File: src/rtl/poly_tone_gen.sv
// Polyphonic square-wave buzzer: per-key sync + debounce, programmable
// half-period dividers per channel, and a selectable mixer into one pin.
module poly_tone_gen #(
    parameter int NCH        = 8,
    parameter int DIV_W      = 24,
    parameter int DEB_CYCLES = 12000,
    parameter int DEB_W      = 16
) (
    input  logic             CLK_IN,
    input  logic             RST,
    input  logic [NCH-1:0]   SW,
    input  logic             CFG_WE,
    input  logic [3:0]       CFG_ADDR,
    input  logic [DIV_W-1:0] CFG_DATA,
    input  logic [1:0]       MODE,
    output logic             BZ,
    output logic [NCH-1:0]   ACTIVE
);

    localparam logic [DEB_W-1:0] DEB_LAST = DEB_W'(DEB_CYCLES - 1);

    // C5..C6 at 12 MHz; higher channels start disabled.
    function automatic logic [DIV_W-1:0] f_default(input int ch);
        logic [31:0] v;
        case (ch)
            0:       v = 32'd11472;
            1:       v = 32'd10221;
            2:       v = 32'd9104;
            3:       v = 32'd8595;
            4:       v = 32'd7653;
            5:       v = 32'd6818;
            6:       v = 32'd6072;
            7:       v = 32'd5730;
            default: v = 32'd0;
        endcase
        return v[DIV_W-1:0];
    endfunction

    logic [NCH-1:0]            r_sync1, r_sync2, r_stable;
    logic [NCH-1:0][DEB_W-1:0] r_deb_cnt;
    logic [NCH-1:0][DIV_W-1:0] r_half, r_cnt;
    logic [NCH-1:0]            r_wave;
    logic                      r_bz;
    logic [NCH-1:0]            r_active;

    logic [NCH-1:0] w_on, w_wr, w_gw;
    logic           w_mono, w_mix;

    always_comb begin
        w_mono = 1'b0;
        for (int i = 0; i < NCH; i++) begin
            w_on[i] = !r_stable[i] && (r_half[i] != '0);
            // Addresses >= NCH never match, so out-of-range writes are dropped.
            w_wr[i] = CFG_WE && (CFG_ADDR == 4'(i));
            if (w_on[i])
                w_mono = r_wave[i];
        end
        w_gw = w_on & r_wave;
        case (MODE)
            2'd0:    w_mix = ^w_gw;
            2'd1:    w_mix = |w_gw;
            2'd2:    w_mix = w_mono;
            default: w_mix = 1'b0;
        endcase
    end

    always_ff @(posedge CLK_IN or posedge RST) begin
        if (RST) begin
            r_sync1   <= '1;
            r_sync2   <= '1;
            r_stable  <= '1;
            r_deb_cnt <= '0;
            r_cnt     <= '0;
            r_wave    <= '0;
            r_bz      <= 1'b0;
            r_active  <= '0;
            for (int i = 0; i < NCH; i++)
                r_half[i] <= f_default(i);
        end else begin
            r_sync1  <= SW;
            r_sync2  <= r_sync1;
            r_bz     <= w_mix;
            r_active <= w_on;
            for (int i = 0; i < NCH; i++) begin
                if (r_sync2[i] != r_stable[i]) begin
                    if (r_deb_cnt[i] == DEB_LAST) begin
                        r_stable[i]  <= r_sync2[i];
                        r_deb_cnt[i] <= '0;
                    end else begin
                        r_deb_cnt[i] <= r_deb_cnt[i] + 1'b1;
                    end
                end else begin
                    r_deb_cnt[i] <= '0;
                end

                // A retune restarts phase so a shorter half can never be overrun.
                if (w_wr[i]) begin
                    r_half[i] <= CFG_DATA;
                    r_cnt[i]  <= '0;
                    r_wave[i] <= 1'b0;
                end else if (!w_on[i]) begin
                    r_cnt[i]  <= '0;
                    r_wave[i] <= 1'b0;
                end else if (r_cnt[i] == r_half[i] - 1'b1) begin
                    r_cnt[i]  <= '0;
                    r_wave[i] <= ~r_wave[i];
                end else begin
                    r_cnt[i]  <= r_cnt[i] + 1'b1;
                end
            end
        end
    end

    assign BZ     = r_bz;
    assign ACTIVE = r_active;

endmodule

File: config.mk
export PLATFORM = sky130hd
export DESIGN_NAME = poly_tone_gen
export DESIGN_NICKNAME = d
export VERILOG_FILES = /design/src/rtl/poly_tone_gen.sv
export SDC_FILE = /design/constraint.sdc
export NUM_CORES = 1
export LEC_CHECK = 0
export BUFFER_PORTS_ARGS = -buffer_cell sky130_fd_sc_hd__clkbuf_2
export CORE_MARGIN = 2
export CORE_UTILIZATION = 30
export CTS_CLUSTER_DIAMETER = 200
export CTS_CLUSTER_SIZE = 40
export DETAILED_ROUTE_END_ITERATION = 6
export SYNTH_ARGS = -nofsm -noshare
export SYNTH_HDL_FRONTEND = slang
export SYNTH_SLANG_ARGS = --single-unit
File: constraint.sdc
create_clock -name CLK_IN -period 20.7 [get_ports CLK_IN]
set_input_delay 3.105 -clock CLK_IN [delete_from_list [all_inputs] [get_ports CLK_IN]]
set_output_delay 3.105 -clock CLK_IN [all_outputs]
set_load 0.01 [all_outputs]
# Word-level counts from Yosys, hierarchy flattened
# Cells that the tools add are included.
# totals
input_bits	41
wordCells	235
reg_bits	553
# op_classes
eq_ne	41
n_addsub	24
n_mux	73
n_reduce_logical	44
n_bitwise	9
# op_table
cell	n
24-bit 2-to-1 mux	24
16-bit 2-to-1 mux	16
24-bit by 1-bit adder with 24-bit output (second input constant)	8
24-bit equality test	8
24-bit nonzero test	8
24-bit by 1-bit subtractor with 24-bit output (second input constant)	8
16-bit by 1-bit adder with 16-bit output (second input constant)	8
16-bit by 14-bit equality test with 1-bit output (second input constant)	8
1-bit 2-to-1 mux	32
3-bit by 1-bit != test with 1-bit output (second input constant)	8
4-bit by 3-bit equality test with 1-bit output (second input constant)	4
1-bit logical AND	16
2-bit AND reduction	8
8-bit bitwise AND	1
4-bit by 2-bit equality test with 1-bit output (second input constant)	2
1-bit logical NOT	8
1-bit != test	8
1-bit NOT	8
8-bit OR reduction	1
8-bit parity	1
4-bit by 1-bit equality test with 1-bit output (second input constant)	1
4-bit logical NOT	1
1-bit case mux with 3 select lines	1
2-bit by 1-bit equality test with 1-bit output (second input constant)	1
2 further kinds	2

# Depth between registers and ports, before layout
# Gate-level depths: netlist (run 1).
# logic_depth
ltp_word	11
ltp_mapped	13
ltp_nobuf	12

# Least setup slack after synthesis (run 1)
# No wires, ideal clock.
# synth_path
path_type	input to register
startpoint	input CFG_ADDR[3]
endpoint	register r_half[150] (netlist name)
path_slack_ns	15.849
n_path_buf	1
setup_time_ns	0.125
arrival_time_ns	4.726
stages	4
path_cell_list	nand3b_1 > nor3b_1 > clkbuf_1 > mux2_2
# synth_via
elab_chain_cells	2
# synth_rtl
item	line_no	text
start, declared	13	input logic [3:0] CFG_ADDR,
4-bit by 3-bit equality test with 1-bit output	54	w_wr[i] = CFG_WE && (CFG_ADDR == 4'(i));
1-bit logical AND	54	
end signal, assigned by index	78	r_half[i] <= f_default(i);
end, declared	41	logic [NCH-1:0][DIV_W-1:0] r_half, r_cnt;
# No other way between the ends.
# A chain may end at the register's enable or synchronous reset.

==> results of run 1 <==
## critical path, cell delays in order
cell,delay (ps)
clkbuf_2,130
inv_8,560
buf_4,700
buf_4,810
## area by class of cell
| class | count | area share |
|---|---|---|
| diodes | 1 | 0.0000765 |
| multi-input cells | 2352 | 0.486 |
| clock buffers | 28 | 0.0143 |
| well taps | 1368 | 0.0523 |
| repair buffers | 69 | 0.0125 |
| flip-flops and latches | 553 | 0.426 |
| inverters | 74 | 0.00872 |
| clock inverters | 1 | 0.000268 |
## placed cells by master, fill, tap and decap left out, types with 16 or more instances in the layout
cell type  Yosys  final
a211oi_1      19     19
mux2_2       191    191
xnor2_1      248    248
o211ai_1      17     17
clkbuf_16      0     17
o21ai_0       54     54
nand3_1      169    169
mux2i_1       16     16
nand2_1      161    161
or3_1         26     26
dfrtp_1      473    473
and3_1        78     78
o31ai_1       19     19
clkbuf_2       1     49
ha_1          36     36
a31oi_1       17     17
nor3_1        83     83
a21oi_1       36     36
buf_4          8     19
or2_2         18     18
or4_1         35     35
and4_1        17     17
nor4_1        52     52
xor2_1       268    268
inv_1         74     73
nand3b_1      16     16
nand2b_1      25     25
and2_1        20     20
nor3b_1       20     18
nor2_1       465    465
dfstp_2       80     80
nand4_1       75     75
## cell usage after synthesis, drive strengths merged, types with 39 or more instances
cell	count	area, sq um
xnor2	248	2170
nor4	53	347
nand4	75	469
dfrtp	473	11800
o21ai	55	279
nand3	170	856
clkbuf	90	339
inv	74	278
nor2	465	1750
xor2	268	2350
nand2	162	611
mux2	191	2150
or4	39	308
nor3	85	435
dfstp	80	2100
and3	78	488
## per-layer routing
metal  vias up  part of all wire  global-route usage
li1      10700                 -                   -
met1     10800              0.50               0.202
met2       387              0.44               0.210
met3        57             0.045              0.0157
met4         0             0.014              0.0224
met5         -                 0                   0
## worst paths after layout
path | slack (ps) | cells after the start | start | endpoint
worst max-delay path | 15840 | 4 | RST | r_cnt[165]$_DFF_PP0_
worst min-delay path | 360 | 0 | r_sync1[6]$_DFF_PP1_ | r_sync2[6]$_DFF_PP1_
worst max register to register | 16500 | 8 | r_half[100]$_DFFE_PP0P_ | r_cnt[116]$_DFF_PP0_
worst min register to register | 360 | 0 | r_sync1[6]$_DFF_PP1_ | r_sync2[6]$_DFF_PP1_
max in group CLK_IN | 16130 | 7 | CFG_ADDR[2] | r_cnt[67]$_DFF_PP0_
min in group asynchronous | 2680 | 2 | RST | r_deb_cnt[118]$_DFF_PP0_
## registers in the layout (all words and copies together) (netlist names)
register / count
r_cnt: 192
r_half: 192
r_deb_cnt: 128
ACTIVE: 8
r_stable: 8
r_sync1: 8
r_sync2: 8
r_wave: 8
BZ: 1
## stage by stage
step           instance area [sq um]   util  worst slack (ps)
2_1_floorplan                  30600      -              2270
3_3_place_gp                   32200  0.318             15040
6_report                       32700  0.322             15840
3_5_place_dp                   32200  0.318             15040
4_1_cts                        32700  0.322             15700
5_1_grt                        32700  0.322             15370
## logic make-up after synthesis
| logic type | Yosys count | synth area share |
|---|---|---|
| xor+xnor | 516 | 0.148 |
| compound gates | 259 | 0.0587 |
| mux | 207 | 0.0756 |
| simple gates | 1334 | 0.222 |
| fa+ha+maj | 36 | 0.0147 |
| buf+inv | 187 | 0.0249 |
| flops | 553 | 0.456 |
## report_power, final
| part | switching (mW) | internal (mW) | leakage [nW] |
|---|---|---|---|
| clock network | 0.339 | 0.160 | 0.227 |
| logic | 0.336 | 0.338 | 6.15 |
| registers | 0.234 | 1.25 | 7.06 |
==> impl_metrics.yaml, run 1 <==
sta:
  setup-violations-final: 0
  worst_pin_slew_ps: 1080
  clock.fmax_mhz: 206
  report.final.hold_viol_count: 0
  maxSlewViolCount: 0
  grt_setup_unrepaired: "false"
  post-route-period-util: 0.235
  max_slew_margin: 0.272
  fin_skew_ps: 20.1
  layout_min_cycle_time_ps: 4860
  final.setup.tns_ps: 0
  hold_slack_ps: 364
power:
  power_density_nw_per_um2: 81.1
  fin_total_pwr_mw: 2.65
  max-vdd-ir-drop_mv: 0.0580
  p_leak_nw: 13.4
setup_path:
  path_class: "in2async"
  cp-start-kind: "primary input"
  crit_fanout: 118
  end_kind: "asynchronous set/reset pin"
  worst-endpoint-arrival_ps: 5470
  crit_required_ps: 21310
grt:
  grt.total_usage: 0.135
  antenna_found_initial: 6
  grt_pass1_vias: 21100
  grt_pass1_wl_um: 116000
  overflow: 0
  grt_max_degree: 177
cts:
  clk_pin_slew_ps: 140
  cts_setup_buffers: 0
  holdBufCountCts: 0
  cts.sinks: 553
  numCtsBuffers: 17
  post_cts_resized: 0
  cts_tree: "yes"
  clockBufferDepth: 3
  cts_max_level: 1
  clock_latency_ps: 590
  root_buffer: "clkbuf_16"
synth:
  yosysSeqAreaShare: 0.456
  synth_warnings: 0
  synth_area_sq_um: 30600
  syn_area_per_cell_sq_um: 9.89
  ys_types: 80
  async_flop_share: 1.00
  synth_nets: 3169
  ys_seq_elements: 553
  synth_edf_count: 0
  synthCells: 3092
  synth_ff_type: "dfrtp_1"
finish:
  area_growth_pct: 6.97
  multi_input_area_sq_um: 15900
  regArea_sq_um: 13900
  drive_above_1_share: 0.131
  nNetsFinal: 3144
  num-fill-cells: 10500
  instances_no_fill: 4446
floorplanning:
  num_rows: 117
  coreArea_sq_um: 101000
  num_io_pins: 50
  die-width_um: 323
  die-area_sq_um: 104000
  die_y_um: 323
  start_util: 0.301
status:
  status: "complete, no violations"
routing:
  via_per_inst: 4.94
  routedWlPerCell_um: 16.0
  ant_nets: 0
  vias: 22000
  drt_iter0_markers: 1690
  drc: 0
  dr.pass1.iters: 5
  wl_um: 71200
place:
  placed_cells: 4416
  hpwl_um: 50300
  gp_congestion: 0.820
  io_buffers: 49
flow_run:
  maxCapViolCount: 0
min_path:
  min_path_type: "reg2reg"
Power figures use the tool's default switching activity.
==> run 2: changes to the inputs <==
==> constraint.sdc (replaced) <==
create_clock -name CLK_IN -period 4.5 [get_ports CLK_IN]
set_input_delay 0.675 -clock CLK_IN [delete_from_list [all_inputs] [get_ports CLK_IN]]
set_output_delay 0.675 -clock CLK_IN [all_outputs]
set_load 0.01 [all_outputs]
==> run 2 against run 1 <==
Sequential share of layout area decreased by 0.15 points. Critical endpoint is now r_cnt[87]$_DFF_PP0_. Non-clock buffer count is 9 higher. Worst setup slack worse by 15000 ps. Critical path depth increased by 6. Utilization grew 0.11 points. Sequential power rose to 4.6 times the previous value. Cell count increased by 0.25%. Combinational power grew to 4.6 times the previous value. Via count grew 0.92%. Total power rose to 4.6 times the previous value. Die area stayed put. Critical path type is now reg2reg.
==> impl_metrics.yaml, run 2 (synthesis results as in run 1) <==
status:
  status: "complete, no violations"
setup_path:
  crit_fanout: 24
  crit_required_ps: 4970
  worst-endpoint-arrival_ps: 4070
  cp-start-kind: "flop"
  path_class: "reg2reg"
  critPathLaunch: "r_half[72]$_DFFE_PP1P_"
  end_kind: "flop"
  r2r-start: "r_half[72]$_DFFE_PP1P_"
cts:
  clockBufferDepth: 3
  clk_pin_slew_ps: 140
  holdBufCountCts: 0
  cts_setup_buffers: 0
  numCtsBuffers: 17
  cts.sinks: 553
  post_cts_resized: 0
  cts_max_level: 1
  root_buffer: "clkbuf_16"
  cts_tree: "yes"
  clock_latency_ps: 600
floorplanning:
  start_util: 0.301
  num_rows: 117
  die-area_sq_um: 104000
  num_io_pins: 50
  die-width_um: 323
  coreArea_sq_um: 101000
  die_y_um: 323
power:
  fin_total_pwr_mw: 12.2
  max-vdd-ir-drop_mv: 0.252
  power_density_nw_per_um2: 372
  p_leak_nw: 13.5
sta:
  clock.fmax_mhz: 278
  fin_skew_ps: 25.2
  setup-violations-final: 0
  layout_min_cycle_time_ps: 3600
  maxSlewViolCount: 0
  max_slew_margin: 0.306
  grt_setup_unrepaired: "false"
  post-route-period-util: 0.800
  worst_pin_slew_ps: 1040
  report.final.hold_viol_count: 0
  setup_slack_ps: 902
routing:
  vias: 22200
  via_per_inst: 4.97
  routedWlPerCell_um: 16.0
  dr.pass1.iters: 5
  drc: 0
  wl_um: 71500
  drt_iter0_markers: 1631
  ant_nets: 0
grt:
  overflow: 0
  grt_max_degree: 162
  grt_pass1_vias: 20800
  antenna_found_initial: 9
  grt.total_usage: 0.134
  grt_pass1_wl_um: 114000
finish:
  num-fill-cells: 10400
  final_common_cell: "dfrtp_1"
  top_regs: "r_cnt (192), r_half (192), r_deb_cnt (128)"
  nNetsFinal: 3153
  multi_input_area_sq_um: 15900
  regArea_sq_um: 13900
  fin_area_sq_um: 32800
  final_cell_mix: "dfrtp_1, nor2_1, xor2_1, xnor2_1, mux2_2"
  drive_above_1_share: 0.133
  area_growth_pct: 7.34
  instances_no_fill: 4457
place:
  io_buffers: 49
  place_ws_ps: 881
  gp_congestion: 0.859
  hpwl_um: 50900
  placed_cells: 4425
  dpl_cell_area_sq_um: 32300
flow_run:
  maxCapViolCount: 0
min_path:
  min_path_type: "in2async"
[run 2: cell count changes in the layout (fill, tap and decap cells not counted)]
cell | before | now
buf_4 | 19 | 25
buf_12 | 1 | 4
clkinvlp_4 | 0 | 1
diode_2 | 1 | 2
inv_6 | 1 | 2
inv_8 | 1 | 0
[run 2: critical path, cell delays in order (launching register included)]
cell and delay, ps:
dfstp_2 420, inv_1 90, ha_1 260, nor3b_1 490, nor2_1 90, or3_1 360, a2111oi_0 470, nand4_1 170
a2111oi_1 500, or2_2 520, nor2_1 100
[run 2: final timing paths]
check	to	slack (ps)	depth (start not counted)
hold / removal	r_cnt[31]$_DFF_PP0_	30	2
setup / recovery	r_cnt[87]$_DFF_PP0_	900	10
max in group asynchronous	r_deb_cnt[97]$_DFF_PP0_	3290	3
min in group CLK_IN	r_sync1[5]$_DFF_PP1_	140	1
setup reg to reg	r_cnt[87]$_DFF_PP0_	900	10
hold reg to reg	r_sync2[6]$_DFF_PP1_	370	0
[run 2: power by group]
group          leakage, nW  internal, mW  switching [mW]
combinational         6.21          1.57            1.55
sequential            7.06          5.73            1.08
clock                0.232         0.739            1.54
[run 2: cell type report]
class                           count  area share
Clock inverter                      2    0.000534
Tap cell                         1368      0.0522
Sequential cell                   553       0.425
Clock buffer                       28      0.0142
Antenna cell                        2    0.000152
Timing Repair Buffer               78      0.0156
Inverter                           74     0.00858
Multi-Input combinational cell   2352       0.484
[run 2: metal layers]
| metal | track usage | up-vias | wire, um |
|---|---|---|---|
| li1 | - | 10700 | - |
| met1 | 0.197 | 11000 | 34700 |
| met2 | 0.210 | 415 | 31600 |
| met3 | 0.0230 | 53 | 4150 |
| met4 | 0.0210 | 4 | 948 |
| met5 | 0 | - | 26 |
[run 2: stage by stage]
step / util / TNS, ps / hold slack (ps)
global route: 0.323 / 0 / 0.428
finish: 0.324 / 0 / 29.2
floorplan: - / -1843060 / 345
CTS: 0.323 / 0 / 6.42
detailed placement: 0.319 / 0 / 347
global placement: 0.319 / 0 / 346
==> run 3: changes to the inputs <==
--- a/config.mk
+++ b/config.mk
@@ -5,6 +5,7 @@
 export SDC_FILE = /design/constraint.sdc
 export NUM_CORES = 1
 export LEC_CHECK = 0
+export ABC_AREA = 1
 export BUFFER_PORTS_ARGS = -buffer_cell sky130_fd_sc_hd__clkbuf_2
 export CORE_MARGIN = 2
 export CORE_UTILIZATION = 30
==> constraint.sdc (replaced) <==
create_clock -name CLK_IN -period 3.1 [get_ports CLK_IN]
set_input_delay 0.465 -clock CLK_IN [delete_from_list [all_inputs] [get_ports CLK_IN]]
set_output_delay 0.465 -clock CLK_IN [all_outputs]
set_load 0.01 [all_outputs]
==> run 3 against run 2 <==
Critical path depth rose by 4. Clock power is 45% higher. First-iteration DRC count rose by 4.7%. Total power grew 42%. Via count rose by 7.6%. Sequential share of layout area fell by 0.93 points. Utilization is 0.59 points higher. Maximum frequency up 28%. Combinational power grew 48%. Count of clock-buffer cells in the layout did not move. Critical path type unchanged.
==> impl_metrics.yaml, run 3 <==
status:
  status: "complete, no violations"
grt:
  grt_max_degree: 115
  antenna_found_initial: 3
  grt_pass1_vias: 22500
  grt_pass1_wl_um: 121000
  grt.total_usage: 0.139
  overflow: 0
finish:
  area_growth_pct: 8.63
  instances_no_fill: 5222
  final_cell_mix: "nand2_1, nor2_1, dfrtp_1, inv_1, xor2_1"
  top_regs: "r_cnt (192), r_half (192), r_deb_cnt (128)"
  nNetsFinal: 3920
  final_common_cell: "nand2_1"
  drive_above_1_share: 0.0789
power:
  power_density_nw_per_um2: 518
  p_leak_nw: 14.5
  fin_total_pwr_mw: 17.4
  max-vdd-ir-drop_mv: 0.403
synth:
  synth_nets: 3864
  post-synth-top-count-cell: "nand2_1"
  ys_types: 53
  synth_top_area_frac: 0.383
  yosys-top-cells-count: "nand2_1, nor2_1, dfrtp_1"
  syn_area_per_cell_sq_um: 8.16
  synth_edf_count: 0
  ys_seq_elements: 553
  synthCells: 3787
  async_flop_share: 1.00
  synth_area_sq_um: 30900
  synth_area_leader_cell: "dfrtp_1"
  synth_ff_type: "dfrtp_1"
  yosysSeqAreaShare: 0.451
  synthTopCellsByArea: "dfrtp_1, xor2_1, nand2_1, nor2_1, dfstp_2"
  synth_warnings: 0
routing:
  drt_iter0_markers: 1707
  routedWlPerCell_um: 14.2
  ant_nets: 0
  via_per_inst: 4.57
  wl_um: 74200
  drc: 0
  vias: 23900
  dr.pass1.iters: 6
cts:
  clock_latency_ps: 590
  cts_max_level: 1
  root_buffer: "clkbuf_16"
  cts_setup_buffers: 0
  cts_tree: "yes"
  clockBufferDepth: 3
  numCtsBuffers: 17
  cts.sinks: 553
  clk_pin_slew_ps: 160
sta:
  fin_skew_ps: 22.9
  worst_pin_slew_ps: 836
  final.setup.tns_ps: 0
  report.final.hold_viol_count: 0
  layout_min_cycle_time_ps: 2820
  max_slew_margin: 0.442
  setup-violations-final: 0
  setup_slack_ps: 283
  grt_setup_unrepaired: "false"
  clock.fmax_mhz: 355
  post-route-period-util: 0.909
  hold_slack_ps: 89.8
  maxSlewViolCount: 0
place:
  hpwl_um: 55200
  gp_congestion: 0.871
  placed_cells: 5183
  io_buffers: 49
  place_ws_ps: 270
floorplanning:
  coreArea_sq_um: 102000
  start_util: 0.303
  die-area_sq_um: 106000
  num_io_pins: 50
  die-width_um: 325
  num_rows: 117
  die_y_um: 325
setup_path:
  crit_top_cell: "nor2_1"
  cp_top_family: "simple AND/OR/NAND/NOR gates"
  worst-endpoint-arrival_ps: 3300
  path_depth: 14
  reg2reg_depth: 14
  path_buf_inv: 1
  path_cells: "nor2_1 -> nand2_1 -> nor2_2 -> nand4_1 -> nor2_1 -> nand3_1 -> xor2_1 -> xor2_1 -> nand2_1 -> nor3_1 -> nand3_1 -> nand2_2 -> buf_4 -> nor2_1"
  end_kind: "flop"
  path_class: "reg2reg"
  slowest_stage: "dfrtp_1"
  critPathMaxStageDelay_ps: 450
  crit_fanout: 10
  crit_required_ps: 3580
  cp-start-kind: "flop"
min_path:
  min_path_type: "in2reg"
  hold_path_depth: 3
flow_run:
  maxCapViolCount: 0
-- run 3: changes by cell type after synthesis, moves of 73 or more --
cell     change
nand2_1    +473
inv_1      +395
mux2_2     -191
nor2_1     +152
o21ai_0    +148
xnor2_1    -115
xor2_1      +99
nor3_1      +79
and3_1      -73
-- run 3: layout make-up --
class	count	area, sq um
fill	10800	68300
multi-input combinational	2691	14800
sequential	553	13900
inverter	472	1780
tap	1368	1710
timing repair buffer	108	811
clock buffer	28	467
clock inverter	1	8.76
antenna	1	2.50
-- run 3: what timing repair did --
| action | in CTS | in global routing |
|---|---|---|
| endpoints found under the setup margin | 0 | 26 |
| hold buffers | 9 | 0 |
| hold endpoints to repair | 18 | 0 |
| resized for setup | 0 | 2 |
-- run 3: worst min-delay path, cell delays in order --
cell and delay [ps]:
clkbuf_2 90, nand2_1 40, o21ai_0 60
-- run 3: per-stage QoR --
step | area (sq um) | utilization
finish | 33600 | 0.329
floorplan | 30900 | -
global placement | 33000 | 0.324
global route | 33600 | 0.329
CTS | 33500 | 0.329
detailed placement | 33000 | 0.324
-- run 3: final timing paths --
path / startpoint / slack, ps / to
max in group asynchronous: RST / 1610 / r_half[152]$_DFFE_PP1P_
setup reg to reg: r_half[122]$_DFFE_PP0P_ / 280 / r_cnt[138]$_DFF_PP0_
hold / removal: CFG_DATA[16] / 90 / r_half[136]$_DFFE_PP0P_
min in group asynchronous: RST / 450 / r_deb_cnt[87]$_DFF_PP0_
hold reg to reg: r_sync1[1]$_DFF_PP1_ / 370 / r_sync2[1]$_DFF_PP1_
setup / recovery: r_half[122]$_DFFE_PP0P_ / 280 / r_cnt[138]$_DFF_PP0_
-- run 3: per-layer routing --
metal  track usage  vias to the layer above  wire (um)
met4        0.0226                        6       1030
met5             0                        -         42
met1         0.206                    11300      36800
li1              -                    12100          -
met2         0.222                      365      33300
met3        0.0147                       49       3030
-- run 3: logic make-up after synthesis --
group | synth area share
flops | 0.451
mux | 0.00130
compound gates | 0.0527
simple gates | 0.269
xor+xnor | 0.142
fa+ha+maj | 0.0146
buf+inv | 0.0694
-- run 3: power by group --
group          internal [mW]  switching (mW)  leakage (nW)
Sequential              8.32            1.15          7.02
Combinational           1.97            2.64          7.28
Clock                   1.07            2.24         0.227
Total                   11.4            6.03          14.5
